===== config.mk =====
export PLATFORM = sky130hd
export DESIGN_NAME = fetch_unit_flat
export DESIGN_NICKNAME = d
export VERILOG_FILES = /design/src/rtl/fetch_unit_pkg.sv /design/src/rtl/fetch_unit_if.sv /design/src/rtl/fetch_fifo.sv /design/src/rtl/fetch_unit.sv /design/src/flat_wrapper.sv
export SDC_FILE = /design/constraint.sdc
export NUM_CORES = 1
export LEC_CHECK = 0
export BUFFER_PORTS_ARGS = -buffer_cell sky130_fd_sc_hd__buf_2
export CORE_AREA = 2 2 131 133
export CTS_CLUSTER_SIZE = 8
export DETAILED_ROUTE_END_ITERATION = 10
export DIE_AREA = 0 0 133 135
export PLACE_DENSITY = 0.84
export SETUP_SLACK_MARGIN = 0.3
export SLEW_MARGIN = 0
export SYNTH_ARGS = -nofsm -noshare
export SYNTH_HDL_FRONTEND = slang
export SYNTH_SLANG_ARGS = --single-unit
export TNS_END_PERCENT = 30

===== constraint.sdc =====
create_clock -name clk_i -period 4.9 [get_ports clk_i]
set_input_delay 0.49 -clock clk_i [delete_from_list [all_inputs] [get_ports clk_i]]
set_output_delay 0.49 -clock clk_i [all_outputs]
set_load 0.03 [all_outputs]

===== src/rtl/fetch_unit_pkg.sv =====
// Shared types and constants for the instruction fetch stage.
// Holds the fetch entry layout, the fetch FSM states and the NOP used for faults.
// No logic lives here apart from a small alignment helper.
package fetch_unit_pkg;

   localparam int XLEN = 32;
   localparam logic [XLEN-1:0] NOP_INSTR = 32'h0000_0013;

   typedef struct packed {
      logic [XLEN-1:0] pc;
      logic [XLEN-1:0] instr;
      logic            misalign;
   } fetch_entry_t;

   typedef enum logic [1:0] {
      BOOT,
      FETCH,
      FAULT_PUSH,
      FAULT_WAIT
   } fetch_state_e;

   // True when a byte address is not on a 32-bit instruction boundary.
   function automatic logic is_misaligned(input logic [XLEN-1:0] addr);
      return addr[1:0] != 2'b00;
   endfunction

endpackage


===== src/rtl/fetch_unit_if.sv =====
// Bundle of the fetch stage's memory, redirect and decode handshake signals.
// master = fetch unit, slave = surrounding pipeline / instruction memory.
// The instruction memory answers imem_addr_o combinationally on imem_instr_i.
interface fetch_unit_if;
   import fetch_unit_pkg::*;

   logic [XLEN-1:0] imem_addr_o;
   logic [XLEN-1:0] imem_instr_i;
   logic            redirect_i;
   logic [XLEN-1:0] redirect_pc_i;
   logic            out_valid_o;
   logic            out_ready_i;
   logic [XLEN-1:0] out_pc_o;
   logic [XLEN-1:0] out_instr_o;
   logic            out_misalign_o;

   modport master (
      output imem_addr_o, out_valid_o, out_pc_o, out_instr_o, out_misalign_o,
      input  imem_instr_i, redirect_i, redirect_pc_i, out_ready_i
   );

   modport slave (
      input  imem_addr_o, out_valid_o, out_pc_o, out_instr_o, out_misalign_o,
      output imem_instr_i, redirect_i, redirect_pc_i, out_ready_i
   );

endinterface


===== src/rtl/fetch_fifo.sv =====
// Small circular buffer of fetch entries; head is read straight from storage.
// Latency: a pushed entry is visible at head the cycle after the push.
// Backpressure: push is taken when not full or when popping the same cycle; flush wins over both.
module fetch_fifo
   import fetch_unit_pkg::*;
#(
   parameter int FIFO_DEPTH = 2
) (
   input  logic         clk_i,
   input  logic         rst_i,
   input  logic         push,
   input  fetch_entry_t push_entry,
   input  logic         pop,
   input  logic         flush,
   output logic         full,
   output logic         empty,
   output fetch_entry_t head
);

   localparam int AW = $clog2(FIFO_DEPTH);
   localparam int CW = AW + 1;

   if ((FIFO_DEPTH < 2) || ((FIFO_DEPTH & (FIFO_DEPTH - 1)) != 0)) begin : g_bad_depth
      $error("fetch_fifo: FIFO_DEPTH must be a power of two and at least 2");
   end

   fetch_entry_t    mem [FIFO_DEPTH];
   logic [AW-1:0]   rd_ptr;
   logic [AW-1:0]   wr_ptr;
   logic [CW-1:0]   count;
   logic            do_push;
   logic            do_pop;

   assign full    = (count == CW'(FIFO_DEPTH));
   assign empty   = (count == '0);
   assign do_pop  = pop && !flush && !empty;
   assign do_push = push && !flush && (!full || do_pop);
   assign head    = mem[rd_ptr];

   // Pointer and occupancy bookkeeping; flush rewinds everything to zero.
   always_ff @(posedge clk_i or posedge rst_i) begin
      if (rst_i) begin
         rd_ptr <= '0;
         wr_ptr <= '0;
         count  <= '0;
      end else if (flush) begin
         rd_ptr <= '0;
         wr_ptr <= '0;
         count  <= '0;
      end else begin
         if (do_push) wr_ptr <= wr_ptr + AW'(1);
         if (do_pop)  rd_ptr <= rd_ptr + AW'(1);
         case ({do_push, do_pop})
            2'b10:   count <= count + CW'(1);
            2'b01:   count <= count - CW'(1);
            default: ;
         endcase
      end
   end

   // Entry storage; cleared at reset so the head outputs read zero until first push.
   always_ff @(posedge clk_i or posedge rst_i) begin
      if (rst_i) begin
         for (int i = 0; i < FIFO_DEPTH; i++) mem[i] <= '0;
      end else if (do_push) begin
         mem[wr_ptr] <= push_entry;
      end
   end

endmodule


===== src/rtl/fetch_unit.sv =====
// Instruction fetch: PC register + FSM feeding a FIFO of {pc, instr, misalign} to decode.
// Latency: one cycle push-to-out; 1 instr/cycle steady state; redirect flushes, new PC out 2 cycles later.
// Backpressure: fetch stalls (PC held) while the FIFO is full and decode is not popping. Optional macro: FETCH_PERF_CNT_EN.
module fetch_unit
   import fetch_unit_pkg::*;
#(
   parameter logic [XLEN-1:0] RESET_PC   = 32'h0000_0000,
   parameter int              FIFO_DEPTH = 2
) (
   input  logic          clk_i,
   input  logic          rst_i,
   fetch_unit_if.master  bus
`ifdef FETCH_PERF_CNT_EN
   ,
   output logic [63:0]   perf_fetched_o,
   output logic [63:0]   perf_stall_o,
   output logic [31:0]   perf_flush_o
`endif
);

   if (RESET_PC[1:0] != 2'b00) begin : g_bad_reset_pc
      $error("fetch_unit: RESET_PC must be 4-byte aligned");
   end

   fetch_state_e    state;
   logic [XLEN-1:0] pc_q;
   fetch_entry_t    head;
   fetch_entry_t    push_entry;
   logic            full;
   logic            empty;
   logic            pop;
   logic            push_ok;
   logic            fetch_push;
   logic            fault_push;

   assign pop        = !empty && bus.out_ready_i;
   assign push_ok    = !full || pop;
   // A redirect cancels whatever this cycle would have pushed.
   assign fetch_push = (state == FETCH)      && push_ok && !bus.redirect_i;
   assign fault_push = (state == FAULT_PUSH) && push_ok && !bus.redirect_i;

   always_comb begin
      push_entry.pc       = pc_q;
      push_entry.instr    = fault_push ? NOP_INSTR : bus.imem_instr_i;
      push_entry.misalign = fault_push;
   end

   fetch_fifo #(
      .FIFO_DEPTH (FIFO_DEPTH)
   ) u_fifo (
      .clk_i      (clk_i),
      .rst_i      (rst_i),
      .push       (fetch_push || fault_push),
      .push_entry (push_entry),
      .pop        (pop),
      .flush      (bus.redirect_i),
      .full       (full),
      .empty      (empty),
      .head       (head)
   );

   assign bus.imem_addr_o    = pc_q;
   assign bus.out_valid_o    = !empty;
   assign bus.out_pc_o       = head.pc;
   assign bus.out_instr_o    = head.instr;
   assign bus.out_misalign_o = head.misalign;

   // Fetch FSM and PC: redirect overrides everything, including the BOOT wait.
   always_ff @(posedge clk_i or posedge rst_i) begin
      if (rst_i) begin
         state <= BOOT;
         pc_q  <= RESET_PC;
      end else if (bus.redirect_i) begin
         pc_q  <= bus.redirect_pc_i;
         state <= is_misaligned(bus.redirect_pc_i) ? FAULT_PUSH : FETCH;
      end else begin
         case (state)
            BOOT:       state <= FETCH;
            FETCH:      if (push_ok) pc_q <= pc_q + 32'd4;
            FAULT_PUSH: if (push_ok) state <= FAULT_WAIT;
            FAULT_WAIT: ;
            default:    state <= BOOT;
         endcase
      end
   end

`ifdef FETCH_PERF_CNT_EN
   logic fetch_stall;
   assign fetch_stall = (state == FETCH) && !push_ok;

   // Saturating event counters; only reset clears them, flushes do not.
   always_ff @(posedge clk_i or posedge rst_i) begin
      if (rst_i) begin
         perf_fetched_o <= '0;
         perf_stall_o   <= '0;
         perf_flush_o   <= '0;
      end else begin
         if (fetch_push && (perf_fetched_o != '1))   perf_fetched_o <= perf_fetched_o + 64'd1;
         if (fetch_stall && (perf_stall_o != '1))    perf_stall_o   <= perf_stall_o + 64'd1;
         if (bus.redirect_i && (perf_flush_o != '1)) perf_flush_o   <= perf_flush_o + 32'd1;
      end
   end
`endif

endmodule


===== src/flat_wrapper.sv =====
// flat-port wrapper written by rule: the top's interface ports become plain ports
module fetch_unit_flat import fetch_unit_pkg::*;
#(
   parameter logic [XLEN-1:0] RESET_PC   = 32'h0000_0000,
   parameter int              FIFO_DEPTH = 2
)
  (clk_i, rst_i, bus_imem_addr_o, bus_out_valid_o, bus_out_pc_o, bus_out_instr_o, bus_out_misalign_o, bus_imem_instr_i, bus_redirect_i, bus_redirect_pc_i, bus_out_ready_i);
  fetch_unit_if bus_i ();
  input  logic clk_i;
  input  logic rst_i;
  output wire logic [$bits(bus_i.imem_addr_o)-1:0] bus_imem_addr_o;
  output wire logic [$bits(bus_i.out_valid_o)-1:0] bus_out_valid_o;
  output wire logic [$bits(bus_i.out_pc_o)-1:0] bus_out_pc_o;
  output wire logic [$bits(bus_i.out_instr_o)-1:0] bus_out_instr_o;
  output wire logic [$bits(bus_i.out_misalign_o)-1:0] bus_out_misalign_o;
  input wire logic [$bits(bus_i.imem_instr_i)-1:0] bus_imem_instr_i;
  input wire logic [$bits(bus_i.redirect_i)-1:0] bus_redirect_i;
  input wire logic [$bits(bus_i.redirect_pc_i)-1:0] bus_redirect_pc_i;
  input wire logic [$bits(bus_i.out_ready_i)-1:0] bus_out_ready_i;
  assign bus_imem_addr_o = bus_i.imem_addr_o;
  assign bus_out_valid_o = bus_i.out_valid_o;
  assign bus_out_pc_o = bus_i.out_pc_o;
  assign bus_out_instr_o = bus_i.out_instr_o;
  assign bus_out_misalign_o = bus_i.out_misalign_o;
  assign bus_i.imem_instr_i = bus_imem_instr_i;
  assign bus_i.redirect_i = bus_redirect_i;
  assign bus_i.redirect_pc_i = bus_redirect_pc_i;
  assign bus_i.out_ready_i = bus_out_ready_i;
  fetch_unit #(.RESET_PC(RESET_PC), .FIFO_DEPTH(FIFO_DEPTH)) u_core (.clk_i(clk_i), .rst_i(rst_i), .bus(bus_i));
endmodule

; Word-level counts from Yosys, hierarchy flattened
; Cells that the tools add are included.
[totals]
register_bits = 168
in_bits = 68
[op_classes]
muxes = 20
magnitude_cmp = 3
n_addsub = 5
eq_ne = 6
bitwise_logic = 2
n_reduce_logical = 27
[op_table]
columns = operator, n
row1 = two-way mux 65 bit, 4
row2 = bitwise mux 130 bit, 1
row3 = two-way mux 32 bit, 4
row4 = demux 65 bit (select 1 bit), 1
row5 = adder 32 x 3 -> 32 bit (second input constant), 1
row6 = logical AND 1 bit, 10
row7 = nonzero test 2 bit, 5
row8 = two-way mux 2 bit, 4
row9 = case mux 2 bit (2 select lines), 2
row10 = == test 2 bit (second input constant), 3
row11 = nonzero test 3 bit, 2
row12 = == test 2 x 1 -> 1 bit (second input constant), 2
row13 = >= comparator 2 bit (second input constant), 2
row14 = logical NOT 2 bit, 2
row15 = two-way mux 1 bit, 4
row16 = inverter 1 -> 2 bit, 2
row17 = AND reduction 2 bit, 2
row18 = logical NOT 1 bit, 3
row19 = logical OR 1 bit, 3
row20 = != test 3 x 2 -> 1 bit (second input constant), 1
row21 = adder 1 bit (second input constant), 2
row22 = adder 2 x 1 -> 2 bit (second input constant), 1
row23 = < comparator 2 x 1 -> 1 bit (second input constant), 1
row24 = subtractor 2 x 1 -> 2 bit (second input constant), 1

; Longest topological paths before layout
[logic_depth]
depth_word = 12
ltp_mapped = 8
ltp_nobuf = 5

; By module
; Synthesis repeated with hierarchy kept, for this count alone.
[hier_totals]
hier_cells = 652
area_unflattened_um2 = 8406.8
[modules_own_cells]
columns = mod, cells_each, instances, area_each_um2, seq_area_each_um2
row1 = fetch_fifo, 374, 1, 5974.5, 3353.2
row2 = fetch_unit, 278, 1, 2432.3, 850.8

; Least setup slack after synthesis
; OpenSTA, ideal clock, no wires.
[synth_path]
path_kind = flip-flop to flip-flop
start = register u_core.state[1]
end = register u_core.pc_q[27], in the netlist u_core.bus.imem_addr_o[27]
setup_time_ps = 82
path_stages_with_launch = 7
required_time_ps = 4818
n_path_buf = 2
setup_slack_ps = 2844
t_arrival_ps = 1974
path_cell_list = dfrtp_1 -> nand2b_1 -> buf_6 -> or4_1 -> buf_2 -> or4_1 -> a31oi_1
[synth_between]
elab_chain_len = 3
[synth_lines]
columns = item, line_no
row1 = from (decl), fetch_unit.sv:25  ; fetch_state_e state;
row2 = from (signal assigned), fetch_unit.sv:75  ; state <= is_misaligned(bus.redirect_pc_i) ? FAULT_PUSH : FETCH;
row3 = == test 2 x 1 -> 1 bit, fetch_unit.sv:77  ; case (state)
row4 = nonzero test 2 bit (no line), -
row5 = AND reduction 2 bit (no line), -
row6 = to (signal assigned), fetch_unit.sv:74  ; pc_q <= bus.redirect_pc_i;
row7 = to (signal assigned), fetch_unit.sv:79  ; FETCH: if (push_ok) pc_q <= pc_q + 32'd4;
row8 = to (decl), fetch_unit.sv:26  ; logic [XLEN-1:0] pc_q;
; Every way passes these cells.
; A chain may end at the register's enable or synchronous reset.

; Worst setup path in the final report
[layout_path]
start = register u_core.u_fifo.rd_ptr
end = output bus_out_pc_o[28]
[layout_between]
elab_chain_len = 4
[layout_lines]
columns = item, line_no
row1 = from (decl), fetch_fifo.sv:28  ; logic [AW-1:0] rd_ptr;
row2 = from (signal assigned), fetch_fifo.sv:52  ; if (do_pop) rd_ptr <= rd_ptr + AW'(1);
row3 = inverter 1 -> 2 bit (implied by the code), fetch_fifo.sv:38  ; assign head = mem[rd_ptr];
row4 = two-way mux 65 bit (implied by the code) (3 in series), fetch_fifo.sv:38
row5 = to (decl), flat_wrapper.sv:13  ; output wire logic [$bits(bus_i.out_pc_o)-1:0] bus_out_pc_o;
; Every way passes these cells. The select of a mux whose other input is x is not followed.

==> results.sh <==
export IMPL_grtUsageTotal=0.219
export IMPL_synth_nets=944
export IMPL_cts_tree="yes"
export IMPL_holdWs_ns=0.163
export IMPL_grt_max_degree=96
export IMPL_die_area_um2=18000
export IMPL_place_ws_ns=2.04
export IMPL_fmax_ghz=0.370
export IMPL_via_count=6539
export IMPL_syn_avg_cell_area_um2=9.31
export IMPL_grt_pass1_wl_um=31500
export IMPL_finClkSkew_ns=0.00855
export IMPL_cts_hold_buf=0
export IMPL_syn2layout_area_growth_pct=16.0
export IMPL_rr_worst_depth=4
export IMPL_drive_gt1_frac=0.290
export IMPL_worstSetupPathType="register to primary output"
export IMPL_drt_iter0_markers=418
export IMPL_synth_flop_cell="dfrtp_1"
export IMPL_layoutNonFillerInstCount=1207
export IMPL_portBuffers=165
export IMPL_dr_pass1_iters=5
export IMPL_cts_inserted_buffers=17
export IMPL_hold_class="input port to async pin"
export IMPL_grt_antenna_before_repair=0
export IMPL_ys_async_sr_fraction=1.00
export IMPL_yosys_register_bits=168
export IMPL_p_per_area_nw_per_um2=537
export IMPL_fin_setup_tns_ns=0
export IMPL_p_leak_nw=4.40
export IMPL_status="finished clean"
export IMPL_fp_row_count=47
export IMPL_placed_area_um2=8860
export IMPL_worst_pin_slew_ns=1.07
export IMPL_n_antenna_cell=0
export IMPL_arrival_ns=2.21
export IMPL_rsz0062_at_grt="no"
export IMPL_wirelength_um=18900
export IMPL_wl_per_cell_um=15.6
export IMPL_gp_congestion=0.795
export IMPL_cp_max_fo=95
export IMPL_setup_viol=0
export IMPL_yosys_warnings=0
export IMPL_power_total_mw=5.08
export IMPL_dp_cells=1175
export IMPL_fin_area_um2=9460
export IMPL_cts_root_buf="clkbuf_16"
export IMPL_utilization=0.576
export IMPL_final_setup_worst_slack_ns=2.20
export IMPL_cp_end_kind="primary output"
export IMPL_ctsResizeCount=0
export IMPL_clk_pin_slew_ns=0.07
export IMPL_fin_nets=1043
export IMPL_grt_overflow_total=0
export IMPL_ir_drop_mv=0.283
export IMPL_die_h_um=135
export IMPL_finalCritPeriodShare=0.551
export IMPL_routed_via_density=5.42
export IMPL_cp_data_required_time_ns=4.41
export IMPL_cts_sinks=168
export IMPL_start_util=0.497
export IMPL_hold_viol=0
export IMPL_critPathLaunchType="register"
export IMPL_slew_viol_final=0
export IMPL_clk_latency_ns=0.43
export IMPL_ios=166
export IMPL_synth_distinct_cells=41
export IMPL_timing_slew_headroom=0.286
export IMPL_synth_edf_count=0
export IMPL_ant_nets=0
export IMPL_nFillCells=1393
export IMPL_htreeDepth=4
export IMPL_hpwl_um=12300
export IMPL_seq_area_frac_synth=0.516
export IMPL_cap_violations=0
export IMPL_grt_pass1_vias=6342
export IMPL_syn_area_um2=8150
export IMPL_period_needed_ns=2.70
export IMPL_post_cts_buffers=0
export IMPL_cts_buffer_depth=2
export IMPL_die_w_um=133
export IMPL_drc=0
export IMPL_coreArea_um2=16400
export IMPL_synth_cells=875
==> routing by layer <==
| layer | global-route usage | part of all wire | vias up | wire, um |
|---|---|---|---|---|
| met5 | 0 | 0 | - | 0 |
| met4 | 0.0771 | 0.016 | 0 | 308 |
| met3 | 0.0383 | 0.044 | 21 | 830 |
| met2 | 0.360 | 0.50 | 191 | 9380 |
| met1 | 0.293 | 0.44 | 3189 | 8360 |
| li1 | - | - | 3138 | - |
==> worst max-delay path: stages (launching register included) <==
cell and delay, ns:
dfrtp_4 1.13, mux2_2 0.42, buf_2 0.18
==> sequential cells by signal (all words and copies together) (netlist names) <==
name                    count
u_core.bus.imem_addr_o     32
u_core.u_fifo.mem         130
u_core.u_fifo.count         2
u_core.state                2
u_core.u_fifo.rd_ptr        1
u_core.u_fifo.wr_ptr        1
==> layout make-up <==
class	instances	area, um^2	share of cell area
clock buffers	17	425	0.0450
clock inverters	15	168	0.0177
flip-flops and latches	168	4210	0.445
multi-input cells	578	3340	0.353
well taps	220	275	0.0291
repair buffers	174	906	0.0958
inverters	35	135	0.0143
==> logic make-up after synthesis <==
group	count (synthesis)	synth area share
and+or+nand+nor	371	0.210
buffers and inverters	129	0.0765
AOI/OAI and AO/OA	121	0.0829
xor gates and xnor gates	12	0.0129
adders and majority gates	1	0.00153
DFF	168	0.516
muxes	73	0.101
==> cell usage in the layout (no fill, tap or decap), types with 2 or more instances in the layout <==
| master | Yosys | routed |
|---|---|---|
| o31a_1 | 3 | 3 |
| nand3_1 | 74 | 74 |
| nand2b_1 | 2 | 2 |
| bufinv_16 | 0 | 2 |
| nor2_1 | 25 | 25 |
| o31ai_1 | 11 | 11 |
| nand2_1 | 207 | 207 |
| mux2i_1 | 2 | 2 |
| xnor2_1 | 8 | 8 |
| a21oi_1 | 4 | 4 |
| inv_1 | 35 | 34 |
| clkinvlp_4 | 0 | 3 |
| or3_1 | 6 | 5 |
| buf_4 | 32 | 8 |
| o211ai_1 | 4 | 4 |
| inv_6 | 0 | 5 |
| nor4b_1 | 3 | 3 |
| a31oi_1 | 15 | 15 |
| nand4_1 | 11 | 11 |
| buf_2 | 9 | 165 |
| or4_1 | 18 | 18 |
| clkbuf_16 | 0 | 17 |
| and3_1 | 2 | 2 |
| xor2_1 | 4 | 4 |
| nor3_1 | 2 | 2 |
| o21ai_0 | 83 | 83 |
| mux2_2 | 71 | 71 |
| nor4_1 | 3 | 3 |
| and4_1 | 6 | 5 |
| clkinv_4 | 0 | 2 |
| dfrtp_1 | 168 | 167 |
| or2_2 | 2 | 2 |
| clkinv_2 | 0 | 3 |
==> report_power, final <==
| group | internal (mW) | leakage [nW] | switching [mW] | total, mW |
|---|---|---|---|---|
| clock | 0.762 | 0.288 | 0.585 | 1.35 |
| sequential | 1.87 | 2.04 | 0.287 | 2.15 |
| combinational | 0.570 | 2.07 | 1.01 | 1.58 |
==> cells in the mapped netlist, drive strengths merged, types with 3 or more instances <==
cell    count  area (um^2)
xor2        4         35.0
buf        49          323
o31ai      11         82.6
nor2       25         93.8
o211ai      4         30.0
dfrtp     168         4200
clkbuf     45          169
a21oi       4         20.0
inv        35          131
o21ai      83          415
nand2     207          777
nor4b       3         26.3
and4        6         52.6
or3         6         37.5
xnor2       8         70.1
nor4        4         31.3
or4        18          135
nand4      11         68.8
a31oi      15         93.8
mux2       71          800
nand3      74          370
o31a        3         26.3
==> final timing paths <==
check	slack (ns)	start	to
max in group asynchronous	3.57	rst_i	u_core.u_fifo.rd_ptr
hold / removal	0.16	rst_i	u_core.u_fifo.mem[9]
setup / recovery	2.20	u_core.u_fifo.rd_ptr	bus_out_pc_o[28]
hold reg to reg	0.47	u_core.u_fifo.mem[62]	u_core.u_fifo.mem[62]
min in group clk_i	0.27	bus_redirect_pc_i[7]	u_core.bus.imem_addr_o[7]
setup reg to reg	2.31	u_core.u_fifo.count[0]	u_core.u_fifo.mem[81]
Note: power is estimated with default switching activity, not from simulation.
